===== src/rtl/stream_xbar_pkg.sv =====
// stream_xbar_pkg: shared types and constants for the stream crossbar switch
// Provides the per-master arbiter state, the drop counter width and the output FIFO entry layout.
package stream_xbar_pkg;
  localparam int CNT_WIDTH = 16;
  localparam int ENTRY_DATA_MAX = 64;
  localparam int ENTRY_ID_MAX = 8;
  typedef enum logic {ARB_IDLE, ARB_LOCKED} arb_state_e;
  // Fixed-width entry; the switch uses the low T_DATA_WIDTH / T_ID___WIDTH bits.
  typedef struct packed {
    logic [ENTRY_DATA_MAX-1:0] data;
    logic [ENTRY_ID_MAX-1:0]   id;
    logic                      last;
  } fifo_entry_t;
endpackage


===== src/rtl/stream_xbar_switch_if.sv =====
// stream_xbar_if: source-side and master-side stream bundle of the crossbar
// s_*: per-source data/dest/last/valid in, ready out; m_*: per-master data/id/last/valid out, ready in;
// drop_cnt_o: beats discarded for an out-of-range destination.
interface stream_xbar_if import stream_xbar_pkg::*; #(
  parameter int T_DATA_WIDTH = 8,
  parameter int S_DATA_COUNT = 2,
  parameter int M_DATA_COUNT = 3
);
  localparam int T_ID___WIDTH = $clog2(S_DATA_COUNT);
  localparam int T_DEST_WIDTH = $clog2(M_DATA_COUNT);
  logic [S_DATA_COUNT-1:0][T_DATA_WIDTH-1:0] s_data_i;
  logic [S_DATA_COUNT-1:0][T_DEST_WIDTH-1:0] s_dest_i;
  logic [S_DATA_COUNT-1:0]                   s_last_i;
  logic [S_DATA_COUNT-1:0]                   s_valid_i;
  logic [S_DATA_COUNT-1:0]                   s_ready_o;
  logic [M_DATA_COUNT-1:0][T_DATA_WIDTH-1:0] m_data_o;
  logic [M_DATA_COUNT-1:0][T_ID___WIDTH-1:0] m_id_o;
  logic [M_DATA_COUNT-1:0]                   m_last_o;
  logic [M_DATA_COUNT-1:0]                   m_valid_o;
  logic [M_DATA_COUNT-1:0]                   m_ready_i;
  logic [CNT_WIDTH-1:0]                      drop_cnt_o;
  modport slave (
    input  s_data_i, s_dest_i, s_last_i, s_valid_i, m_ready_i,
    output s_ready_o, m_data_o, m_id_o, m_last_o, m_valid_o, drop_cnt_o
  );
  modport master (
    output s_data_i, s_dest_i, s_last_i, s_valid_i, m_ready_i,
    input  s_ready_o, m_data_o, m_id_o, m_last_o, m_valid_o, drop_cnt_o
  );
endinterface


===== src/rtl/stream_xbar_rr_arb.sv =====
// stream_xbar_rr_arb: round-robin pick plus packet lock for one output master
// req: idle-state requests; valid/last: source handshake; full: target FIFO full;
// sel: source allowed to transfer; own: lock owner one-hot; push/src: accepted beat and its source.
module stream_xbar_rr_arb import stream_xbar_pkg::*; #(
  parameter int N = 2,
  localparam int IW = $clog2(N)
) (
  input  logic          clk_i,
  input  logic          rst_in,
  input  logic [N-1:0]  req,
  input  logic [N-1:0]  valid,
  input  logic [N-1:0]  last,
  input  logic          full,
  output logic [N-1:0]  sel,
  output logic [N-1:0]  own,
  output logic          push,
  output logic [IW-1:0] src
);
  arb_state_e state_q, state_d;
  logic [IW-1:0] owner_q, owner_d, ptr_q, ptr_d, pick, idx;
  logic pick_v;
  always_ff @(posedge clk_i or negedge rst_in)
    if (!rst_in) begin
      state_q <= ARB_IDLE;
      owner_q <= '0;
      ptr_q   <= IW'(N-1);
    end else begin
      state_q <= state_d;
      owner_q <= owner_d;
      ptr_q   <= ptr_d;
    end
  always_comb begin
    pick_v = 1'b0;
    pick = '0;
    idx = '0;
    // Scan downward so the nearest requester after ptr_q wins.
    for (int k = N; k >= 1; k--) begin
      idx = IW'((int'(ptr_q) + k) % N);
      if (req[idx]) begin
        pick_v = 1'b1;
        pick = idx;
      end
    end
    src = (state_q == ARB_LOCKED) ? owner_q : pick;
    sel = ((state_q == ARB_LOCKED || pick_v) && !full) ? N'(1) << src : '0;
    push = |(sel & valid);
    state_d = push ? (last[src] ? ARB_IDLE : ARB_LOCKED) : state_q;
    owner_d = push ? src : owner_q;
    ptr_d = (push && last[src]) ? src : ptr_q;
  end
  assign own = (state_q == ARB_LOCKED) ? N'(1) << owner_q : '0;
endmodule


===== src/rtl/stream_xbar_switch.sv =====
// stream_xbar_switch: packet-locked round-robin crossbar with per-master output FIFOs
// clk_i: clock; rst_in: async active-low reset; bus: source/master stream bundle (slave view).
module stream_xbar_switch import stream_xbar_pkg::*; #(
  parameter int T_DATA_WIDTH = 8,
  parameter int S_DATA_COUNT = 2,
  parameter int M_DATA_COUNT = 3,
  parameter int FIFO_DEPTH   = 4
) (
  input logic         clk_i,
  input logic         rst_in,
  stream_xbar_if.slave bus
);
  localparam int T_ID___WIDTH = $clog2(S_DATA_COUNT);
  localparam int T_DEST_WIDTH = $clog2(M_DATA_COUNT);
  localparam int AW = $clog2(FIFO_DEPTH);
  logic [M_DATA_COUNT-1:0][S_DATA_COUNT-1:0] req, sel, own;
  logic [M_DATA_COUNT-1:0][T_ID___WIDTH-1:0] src;
  logic [M_DATA_COUNT-1:0] push, full;
  logic [S_DATA_COUNT-1:0] busy, drop, rdy;
  logic [CNT_WIDTH-1:0] drop_cnt_q;
  logic [CNT_WIDTH:0] ndrop, dsum;
  always_comb begin
    busy = '0;
    for (int i = 0; i < M_DATA_COUNT; i++) busy = busy | own[i];
  end
  // A source holding a lock is invisible to every other arbiter and to the drop path.
  always_comb begin
    req = '0;
    for (int i = 0; i < M_DATA_COUNT; i++)
      for (int j = 0; j < S_DATA_COUNT; j++)
        req[i][j] = bus.s_valid_i[j] && !busy[j] && bus.s_dest_i[j] == T_DEST_WIDTH'(i);
  end
  always_comb begin
    drop = '0;
    ndrop = '0;
    for (int j = 0; j < S_DATA_COUNT; j++) begin
      drop[j] = !busy[j] && int'(bus.s_dest_i[j]) >= M_DATA_COUNT;
      ndrop = ndrop + (CNT_WIDTH+1)'(drop[j] && bus.s_valid_i[j]);
    end
    dsum = {1'b0, drop_cnt_q} + ndrop;
    rdy = drop;
    for (int i = 0; i < M_DATA_COUNT; i++) rdy = rdy | sel[i];
  end
  assign bus.s_ready_o = rst_in ? rdy : '0;
  assign bus.drop_cnt_o = drop_cnt_q;
  always_ff @(posedge clk_i or negedge rst_in)
    if (!rst_in) drop_cnt_q <= '0;
    else drop_cnt_q <= dsum[CNT_WIDTH] ? '1 : dsum[CNT_WIDTH-1:0];
  for (genvar i = 0; i < M_DATA_COUNT; i++) begin : g_m
    fifo_entry_t mem [FIFO_DEPTH];
    fifo_entry_t head;
    logic [AW:0] wr_q, rd_q;
    logic empty, pop, unused_hi;
    stream_xbar_rr_arb #(.N(S_DATA_COUNT)) u_arb (
      .clk_i (clk_i),
      .rst_in(rst_in),
      .req   (req[i]),
      .valid (bus.s_valid_i),
      .last  (bus.s_last_i),
      .full  (full[i]),
      .sel   (sel[i]),
      .own   (own[i]),
      .push  (push[i]),
      .src   (src[i])
    );
    // Pointers carry one extra wrap bit to tell full from empty.
    assign empty = wr_q == rd_q;
    assign full[i] = (wr_q[AW] != rd_q[AW]) && (wr_q[AW-1:0] == rd_q[AW-1:0]);
    assign pop = !empty && bus.m_ready_i[i];
    assign head = empty ? '0 : mem[rd_q[AW-1:0]];
    always_ff @(posedge clk_i or negedge rst_in)
      if (!rst_in) begin
        wr_q <= '0;
        rd_q <= '0;
      end else begin
        if (push[i]) wr_q <= wr_q + (AW+1)'(1);
        if (pop) rd_q <= rd_q + (AW+1)'(1);
      end
    always_ff @(posedge clk_i)
      if (push[i]) mem[wr_q[AW-1:0]] <= '{data: ENTRY_DATA_MAX'(bus.s_data_i[src[i]]),
                                          id: ENTRY_ID_MAX'(src[i]),
                                          last: bus.s_last_i[src[i]]};
    assign bus.m_data_o[i] = head.data[T_DATA_WIDTH-1:0];
    assign bus.m_id_o[i] = head.id[T_ID___WIDTH-1:0];
    assign bus.m_last_o[i] = head.last;
    assign bus.m_valid_o[i] = !empty;
    // Entry bits above the configured widths are always zero.
    assign unused_hi = ^{head.data >> T_DATA_WIDTH, head.id >> T_ID___WIDTH};
  end
endmodule


===== src/flat_wrapper.sv =====
// flat-port wrapper written by rule: the top's interface ports become plain ports
module stream_xbar_switch_flat import stream_xbar_pkg::*;
#(
  parameter int T_DATA_WIDTH = 8,
  parameter int S_DATA_COUNT = 2,
  parameter int M_DATA_COUNT = 3,
  parameter int FIFO_DEPTH   = 4
)
  (clk_i, rst_in, bus_s_data_i, bus_s_dest_i, bus_s_last_i, bus_s_valid_i, bus_m_ready_i, bus_s_ready_o, bus_m_data_o, bus_m_id_o, bus_m_last_o, bus_m_valid_o, bus_drop_cnt_o);
  stream_xbar_if #(.T_DATA_WIDTH(T_DATA_WIDTH), .S_DATA_COUNT(S_DATA_COUNT), .M_DATA_COUNT(M_DATA_COUNT)) bus_i ();
  input logic clk_i;
  input logic rst_in;
  input wire logic [$bits(bus_i.s_data_i)-1:0] bus_s_data_i;
  input wire logic [$bits(bus_i.s_dest_i)-1:0] bus_s_dest_i;
  input wire logic [$bits(bus_i.s_last_i)-1:0] bus_s_last_i;
  input wire logic [$bits(bus_i.s_valid_i)-1:0] bus_s_valid_i;
  input wire logic [$bits(bus_i.m_ready_i)-1:0] bus_m_ready_i;
  output wire logic [$bits(bus_i.s_ready_o)-1:0] bus_s_ready_o;
  output wire logic [$bits(bus_i.m_data_o)-1:0] bus_m_data_o;
  output wire logic [$bits(bus_i.m_id_o)-1:0] bus_m_id_o;
  output wire logic [$bits(bus_i.m_last_o)-1:0] bus_m_last_o;
  output wire logic [$bits(bus_i.m_valid_o)-1:0] bus_m_valid_o;
  output wire logic [$bits(bus_i.drop_cnt_o)-1:0] bus_drop_cnt_o;
  assign bus_i.s_data_i = bus_s_data_i;
  assign bus_i.s_dest_i = bus_s_dest_i;
  assign bus_i.s_last_i = bus_s_last_i;
  assign bus_i.s_valid_i = bus_s_valid_i;
  assign bus_i.m_ready_i = bus_m_ready_i;
  assign bus_s_ready_o = bus_i.s_ready_o;
  assign bus_m_data_o = bus_i.m_data_o;
  assign bus_m_id_o = bus_i.m_id_o;
  assign bus_m_last_o = bus_i.m_last_o;
  assign bus_m_valid_o = bus_i.m_valid_o;
  assign bus_drop_cnt_o = bus_i.drop_cnt_o;
  stream_xbar_switch #(.T_DATA_WIDTH(T_DATA_WIDTH), .S_DATA_COUNT(S_DATA_COUNT), .M_DATA_COUNT(M_DATA_COUNT), .FIFO_DEPTH(FIFO_DEPTH)) u_core (.clk_i(clk_i), .rst_in(rst_in), .bus(bus_i));
endmodule

===== config.mk =====
export PLATFORM = sky130hd
export DESIGN_NAME = stream_xbar_switch_flat
export DESIGN_NICKNAME = d
export VERILOG_FILES = /design/src/rtl/stream_xbar_pkg.sv /design/src/rtl/stream_xbar_switch_if.sv /design/src/rtl/stream_xbar_rr_arb.sv /design/src/rtl/stream_xbar_switch.sv /design/src/flat_wrapper.sv
export SDC_FILE = /design/constraint.sdc
export NUM_CORES = 1
export LEC_CHECK = 0
export CAP_MARGIN = 10
export CORE_ASPECT_RATIO = 1.1
export CORE_MARGIN = 2
export CORE_UTILIZATION = 40
export CTS_BUF_LIST = sky130_fd_sc_hd__clkbuf_8 sky130_fd_sc_hd__clkbuf_16
export DETAILED_ROUTE_END_ITERATION = 10
export MAX_ROUTING_LAYER = met4
export PLACE_DENSITY = 0.69
export SLEW_MARGIN = 20
export SYNTH_ARGS = -nofsm -noshare
export SYNTH_HDL_FRONTEND = slang
export SYNTH_HIERARCHICAL = 1
export SYNTH_SLANG_ARGS = --single-unit

===== constraint.sdc =====
create_clock -name clk_i -period 7 [get_ports clk_i]
set_input_delay 1.4 -clock clk_i [delete_from_list [all_inputs] [get_ports clk_i]]
set_output_delay 1.4 -clock clk_i [all_outputs]
set_load 0.05 [all_outputs]

Yosys cells after proc, flatten, opt, wreduce, memory -nomap -nowiden
Memories as Yosys holds them, arrays and structs flattened.
Cells that the tools add are included.
- register bits after elaboration: 43
- memory bits (writable): 120
- output and inout bits: 51
- word-level logic and storage cells: 170
- memories: 3
- memories (memory ; words ; bits a word ; rd ports ; clocked after memory_dff ; wr ports ; RTL line ; RTL):
    u_core.g_m[0].mem ; 4 ; 10 ; 1 ; 0 ; 1 ; stream_xbar_switch.sv:50 ; fifo_entry_t mem [FIFO_DEPTH];
    u_core.g_m[1].mem ; 4 ; 10 ; 1 ; 0 ; 1 ; stream_xbar_switch.sv:50 ;
    u_core.g_m[2].mem ; 4 ; 10 ; 1 ; 0 ; 1 ; stream_xbar_switch.sv:50 ;
- add/subtract/negate cells: 14
- $lt $le $gt $ge: 11
- equal/unequal tests: 13
- shift operators: 6
- muxes and demuxes: 59
- bitwise logic cells: 8
- reductions and logical operators: 40
- operators by type and width (cell ; number):
    17-bit two-way mux ; 3
    8-bit two-way mux ; 6
    1-bit two-way mux ; 42
    1-bit logical AND ; 24
    3-bit by 1-bit adder with 3-bit output (second input constant) ; 6
    1-bit by 2-bit < comparator with 1-bit output (second input constant) ; 9
    16-bit by 17-bit adder with 17-bit output ; 1
    16-bit two-way mux ; 1
    2-bit two-way mux ; 7
    1-bit by 1-bit << shifter with 2-bit output (first input constant) ; 6
    2-bit bitwise OR ; 5
    3-bit equality test ; 3
    1-bit zero test ; 8
    1-bit adder (second input constant) ; 6
    2-bit bitwise AND ; 3
    2-bit equality test ; 3
    2-bit OR reduction ; 3
    2-bit by 1-bit equality test with 1-bit output (second input constant) ; 2
    2-bit equality test (second input constant) ; 2
    2-bit greater-or-equal comparator (second input constant) ; 2
    2-bit zero test ; 2
    1-bit logical OR ; 3
    1-bit inequality test ; 3
    1-bit by 1-bit adder with 2-bit output ; 1

Depth between registers and ports, before layout
Gate-level depths: netlist (run 1).
- word-level depth: 18
- depth in mapped cells: 10
- mapped depth without buffers: 10

Modules after synthesis
The synthesis (run 1) kept the hierarchy.
- by module, submodules not included (module ; instances ; cells an instance ; area an instance (µm²) ; sequential area each (µm²)):
    stream_xbar_switch ; 1 ; 414 ; 6851.6 ; 4454.3
    stream_xbar_rr_arb ; 3 ; 24 ; 227.7 ; 76.3

Least setup slack after synthesis (run 1)
Ideal clock, no wire load.
- kind: input to output
- from: input port bus_s_valid_i[0]
- to: output port bus_s_ready_o[1]
- data arrival time: 2.890 ns
- required time: 5.600 ns
- path slack: 2.710 ns
- stages on the path: 6
- path buffers: 0
- cell sequence: nand2_1 -> nor3b_1 -> nand2_1 -> a31o_4 -> and2_1 -> o41a_1
- RTL lines (what ; RTL line ; RTL):
    start: declaration ; flat_wrapper.sv:16 ; input wire logic [$bits(bus_i.s_valid_i)-1:0] bus_s_valid_i;
    end: declaration ; flat_wrapper.sv:18 ; output wire logic [$bits(bus_i.s_ready_o)-1:0] bus_s_ready_o;

==> reports/results.txt, run 1 <==
cell family with most CP delay: buffers and inverters
die width: 135 µm
clk root buf: clkbuf_16
minimum clock period after layout: 5.75 ns
relative slew slack: 33.7%
Max Buffers Root-to-Sink: 2
number of stages on the worst setup path: 8
worst setup path start: bus_s_valid_i[0]
Worst R2R Path Depth: 7
multi-input logic area: 0.00271 mm²
vias in the first global route: 4604
Fillers: 1512
detailed-route via count: 4431
final setup violating endpoints: 0
fin util: 50.1%
synthesized area per cell: 15.5 µm²
worst path cell trace: clkdlybuf4s50_1 > nand2_1 > nor3b_1 > nand2_1 > a31o_4 > and2_1 > o41a_1 > clkdlybuf4s50_1
Synth Cell Area: 0.00753 mm²
MaxCap Viol Count: 0
Num CTS Buffers: 17
Post-DRT Antenna Nets: 0
CTS tree: done
H-tree depth: 4
Nets: 619
GPL Wtd Cong: 0.878
initial antenna violation count: 0
crit path capture: bus_s_ready_o[1]
I/O pin total: 80
Mapped Nets: 532
Crit Path Max Fanout: 18
Non-Filler Instances: 829
Final Max Tran Viols: 0
Hold Slack: 0.491 ns
DR vias/cell: 5.34
DR iter-0 viols: 236
CP peak stage delay: 0.71 ns
CP endpoint kind: output port
Routed WL: 15700 µm
Hold Vio Cnt, Final: 0
cts repair resizes: 0
PortBufs: 79
Final HPWL DP: 11000 µm
PwrDens: 517 mW/mm²
RR Startpoint: u_core/g_m[1].rd_q[0]
ys flop type: edfxtp_1
n_diodes: 0
data required time at the worst endpoint: 5.60 ns
reg2reg setup slack: 3.54 ns
Worst Tran Pin Value: 0.987 ns
asr flop ratio synth: 26.4%
RSZ-0062 raised after global routing: no
Die Span Y: 148 µm
cts hold-fix bufs: 0
Initial Util: 40.9%
clk_skew: 0.00855 ns
leading cell type in the layout, fill and taps excluded: edfxtp_1
die area: 0.0200 mm²
share of layout cells above drive strength 1: 20.3%
synth-to-layout area growth: 22.3%
Hold WC Path Type: reg2reg
first-pass GRT wire length: 25300 µm
Hold Crit Start: u_core/g_m[0].wr_q[2]
Final Cycle Share: 82.1%
pin count of the biggest net entering global routing: 28
sequential share of the synthesized area: 62.2%
most frequent cells in the layout: 120 x edfxtp_1, 78 x clkdlybuf4s50_1, 40 x dfrtp_1
setup repair bufs after CTS: 0
Mapped Cells: 486
Storage cell area: 0.00468 mm²
DRC viols: 0
startpoint types: input pin
dpl cells: 797
routed len/inst: 18.9 µm
setup total negative slack: 0 ns
Post-synth EDFFs: 120
synthesized flop and latch total: 163
synth warn: 6
Crit path buffers/inverters: 2
crit path kind: in2out
Overflow after GRT: 0
worst flop-to-flop path endpoint: u_core/g_m[1].wr_q[2]
status: finished, final reports clean
Core ar.: 0.0184 mm²
Slowest cell on crit path: clkdlybuf4s50_1
Row Count: 52
VDD IR-drop max: 0.000408 V
Max Fclk: 174 MHz
total track usage: 17.2%
Lkg Pwr: 3.34 nW
CTS clk-pin slew, worst paths: 0.06 ns
arrival time worst endpoint: 4.35 ns
Sink Count: 163
Clk Latency, worst-skew pair: 0.42 ns
Cell variety after synth: 46
overall power: 4.76 mW
drt pass-1 iters: 4
worst reg2reg max path, stage by stage, from the launching register on:
cell and delay (ns):
dfrtp_1 0.85, xor2_1 0.24, nor3_1 0.80, nor2b_1 0.20, and2_4 0.23, or2_1 0.34
and2_1 0.42, xor2_1 0.23
registers in the layout, summed over array words and instances, names as in the netlist:
signal                    count
u_core/g_m.rd_q               9
u_core/g_m.u_arb/ptr_q        3
u_core/g_m.wr_q               9
u_core/g_m.u_arb/owner_q      3
u_core/bus.drop_cnt_o        16
u_core/g_m.u_arb/state_q      3
u_core/g_m.mem              120
layer usage:
layer  wire length (µm)  global-route usage, %  share of wire, %
met2               7770                   27.3                50
met4                199                   5.53               1.3
met1               6870                   21.8                44
met3                827                   4.32               5.3
met5                  0                      -                 0
how the worst min path moves through the flow:
stage	endpoint	slack, ns	cells past startpoint
floorplan	u_core/g_m[0].wr_q[2]	0.46	1
global placement	u_core/g_m[0].wr_q[2]	0.47	1
detailed placement	u_core/g_m[2].wr_q[2]	0.48	1
CTS	u_core/g_m[2].wr_q[2]	0.50	1
global route	u_core/g_m[2].wr_q[2]	0.51	1
finish	u_core/g_m[0].wr_q[2]	0.49	1
kinds of logic after synthesis:
logic type | after synthesis | synth area share, %
mux | 61 | 13.6
simple gates | 136 | 11.4
fa+ha+maj | 17 | 2.92
buf+inv | 35 | 1.91
xor+xnor | 23 | 2.67
flops | 163 | 62.2
compound gates | 51 | 5.35
metrics by stage:
step / cell area, µm² / setup WS (ns)
floorplan: 7530 / 2.71
global placement: 8590 / 1.38
detailed placement: 8590 / 1.32
CTS: 9220 / 1.29
global route: 9220 / 1.17
finish: 9220 / 1.25
report_power, final:
part / total, mW / leakage, nW / internal [mW] / switching [mW]
clock: 0.978 / 0.307 / 0.601 / 0.377
sequential: 1.54 / 1.62 / 1.32 / 0.221
combinational: 2.24 / 1.41 / 0.866 / 1.37
cell type report:
class                   instances  share of cell area [%]
well taps                     243                    3.30
multi-input cells             288                    29.4
inverters                      20                   0.815
clock buffers                  17                    4.62
clock inverters                15                    2.23
repair buffers                 83                    8.85
flip-flops and latches        163                    50.8
cell usage after synthesis, drive strengths merged, types with 9 or more instances:
master / n / area [µm²]
nand2: 13 / 48.8
edfxtp: 120 / 3600
ha: 16 / 200
dfrtp: 40 / 1000
nor2b: 33 / 206
mux2: 31 / 349
a21oi: 11 / 55.1
and2: 23 / 159
nand3: 9 / 50.1
mux4: 30 / 676
inv: 20 / 75.1
clkbuf: 10 / 37.5
xor2: 15 / 131
a31oi: 9 / 56.3
nor3: 12 / 60.1
No activity file was read; power rests on OpenSTA's default activity.
==> inputs of run 2 (changes only) <==
==> constraint.sdc (replaced) <==
create_clock -name clk_i -period 5.8 [get_ports clk_i]
set_input_delay 1.16 -clock clk_i [delete_from_list [all_inputs] [get_ports clk_i]]
set_output_delay 1.16 -clock clk_i [all_outputs]
set_load 0.05 [all_outputs]
==> run 2 against run 1 <==
Clock skew grew 0.0012 ns. Sequential cell count stayed put. Non-clock buffer count grew 1. Utilization down 0.10 points. Global-route usage fell by 0.44 points. First-iteration DRC count rose by 7.2%. Cell count did not move. Register-to-register slack worse by 1.1 ns. Wire length is 1.4% lower. Total power is 20% higher. Critical endpoint unchanged. Highest routed layer unchanged.
==> reports/results.txt, run 2 (same netlist as run 1, synthesis figures left out) <==
status: finished, final reports clean
Lkg Pwr: 3.33 nW
leading cell type in the layout, fill and taps excluded: edfxtp_1
most frequent cells in the layout: 120 x edfxtp_1, 78 x clkdlybuf4s50_1, 40 x dfrtp_1
cts repair resizes: 0
Num CTS Buffers: 17
CTS tree: done
initial antenna violation count: 0
setup total negative slack: 0 ns
Worst Tran Pin Value: 0.935 ns
Clk Latency, worst-skew pair: 0.42 ns
Die Span Y: 148 µm
Routed WL: 15400 µm
drt pass-1 iters: 4
n_diodes: 0
startpoint types: input pin
max reg flops: 120
routed len/inst: 18.6 µm
Post-DRT Antenna Nets: 0
Hold Vio Cnt, Final: 0
Max Buffers Root-to-Sink: 2
final setup violating endpoints: 0
pin count of the biggest net entering global routing: 28
cts hold-fix bufs: 0
VDD IR-drop max: 0.000394 V
minimum clock period after layout: 5.28 ns
DR vias/cell: 5.36
CTS clk-pin slew, worst paths: 0.06 ns
Max Fclk: 189 MHz
vias in the first global route: 4430
Sink Count: 163
total track usage: 16.8%
H-tree depth: 4
PwrDens: 620 mW/mm²
Overflow after GRT: 0
PortBufs: 79
Nets: 620
CP endpoint kind: output port
Core ar.: 0.0184 mm²
Final Cycle Share: 91.0%
Final HPWL DP: 10700 µm
clk_skew: 0.00972 ns
Initial Util: 40.9%
Row Count: 52
die width: 135 µm
GPL Wtd Cong: 0.876
reg2reg setup slack: 2.48 ns
multi-input logic area: 0.00271 mm²
data required time at the worst endpoint: 4.64 ns
Hold Slack: 0.488 ns
detailed-route via count: 4444
die area: 0.0200 mm²
setup repair bufs after CTS: 0
synth-to-layout area growth: 22.1%
crit path kind: in2out
arrival time worst endpoint: 4.12 ns
relative slew slack: 37.2%
fin util: 50.0%
first-pass GRT wire length: 24500 µm
Storage cell area: 0.00468 mm²
clk root buf: clkbuf_16
I/O pin total: 80
DRC viols: 0
Hold WC Path Type: reg2reg
RSZ-0062 raised after global routing: no
MaxCap Viol Count: 0
share of layout cells above drive strength 1: 20.5%
DR iter-0 viols: 253
Final Max Tran Viols: 0
Fillers: 1536
Crit Path Max Fanout: 18
run 2: changes by cell type in the layout (fill, tap and decap cells not counted), sizes merged:
cell,previous run,this run
buf,5,6
bufinv,4,3
clkinv,4,7
clkinvlp,2,1
inv,25,23
run 2: worst paths after layout:
check	start	endpoint	cells past startpoint
min in group asynchronous	rst_in	u_core/bus.drop_cnt_o[2]	1
setup / recovery	bus_s_valid_i[0]	bus_s_ready_o[1]	8
hold / removal	u_core/g_m[2].rd_q[2]	u_core/g_m[2].rd_q[2]	1
max in group asynchronous	rst_in	u_core/g_m[0].u_arb/ptr_q	2
hold reg to reg	u_core/g_m[2].rd_q[2]	u_core/g_m[2].rd_q[2]	1
setup reg to reg	u_core/g_m[1].rd_q[1]	u_core/g_m[1].wr_q[2]	7
run 2: where the power goes:
group | internal, mW | switching [mW] | total, mW
clock network | 0.681 | 0.457 | 1.14
registers | 1.60 | 0.241 | 1.84
logic | 1.05 | 1.68 | 2.73
run 2: area by class of cell:
class                           count  area share [%]
Sequential cell                   163            50.9
Multi-Input combinational cell    288            29.4
Timing Repair Buffer               84            8.95
Clock buffer                       17            4.63
Tap cell                          243            3.31
Clock inverter                     14            1.95
Inverter                           20           0.816
run 2: per-layer routing:
metal	part of all wire [%]	vias up	GRT usage, %
met5	0	-	-
met1	43	2241	21.9
met3	4.7	24	3.40
met2	50	141	25.7
met4	2.1	0	6.89
li1	-	2038	-
run 2: critical path: stages:
cell             delay (ns)
clkdlybuf4s50_1        0.62
nand2_1                0.15
nor3b_1                0.40
nand2_1                0.12
a31o_4                 0.35
and2_1                 0.18
o41a_1                 0.42
clkdlybuf4s50_1        0.71
run 2: through the flow:
step / std cells / setup slack, ns / area, µm² / total power [mW]
floorplan: 486 / 1.99 / 7530 / 3.74
global placement: 798 / 0.657 / 8590 / 4.55
detailed placement: 798 / 0.566 / 8590 / 4.61
CTS: 829 / 0.568 / 9200 / 5.76
global route: 829 / 0.414 / 9200 / 6.01
finish: 829 / 0.522 / 9200 / 5.71
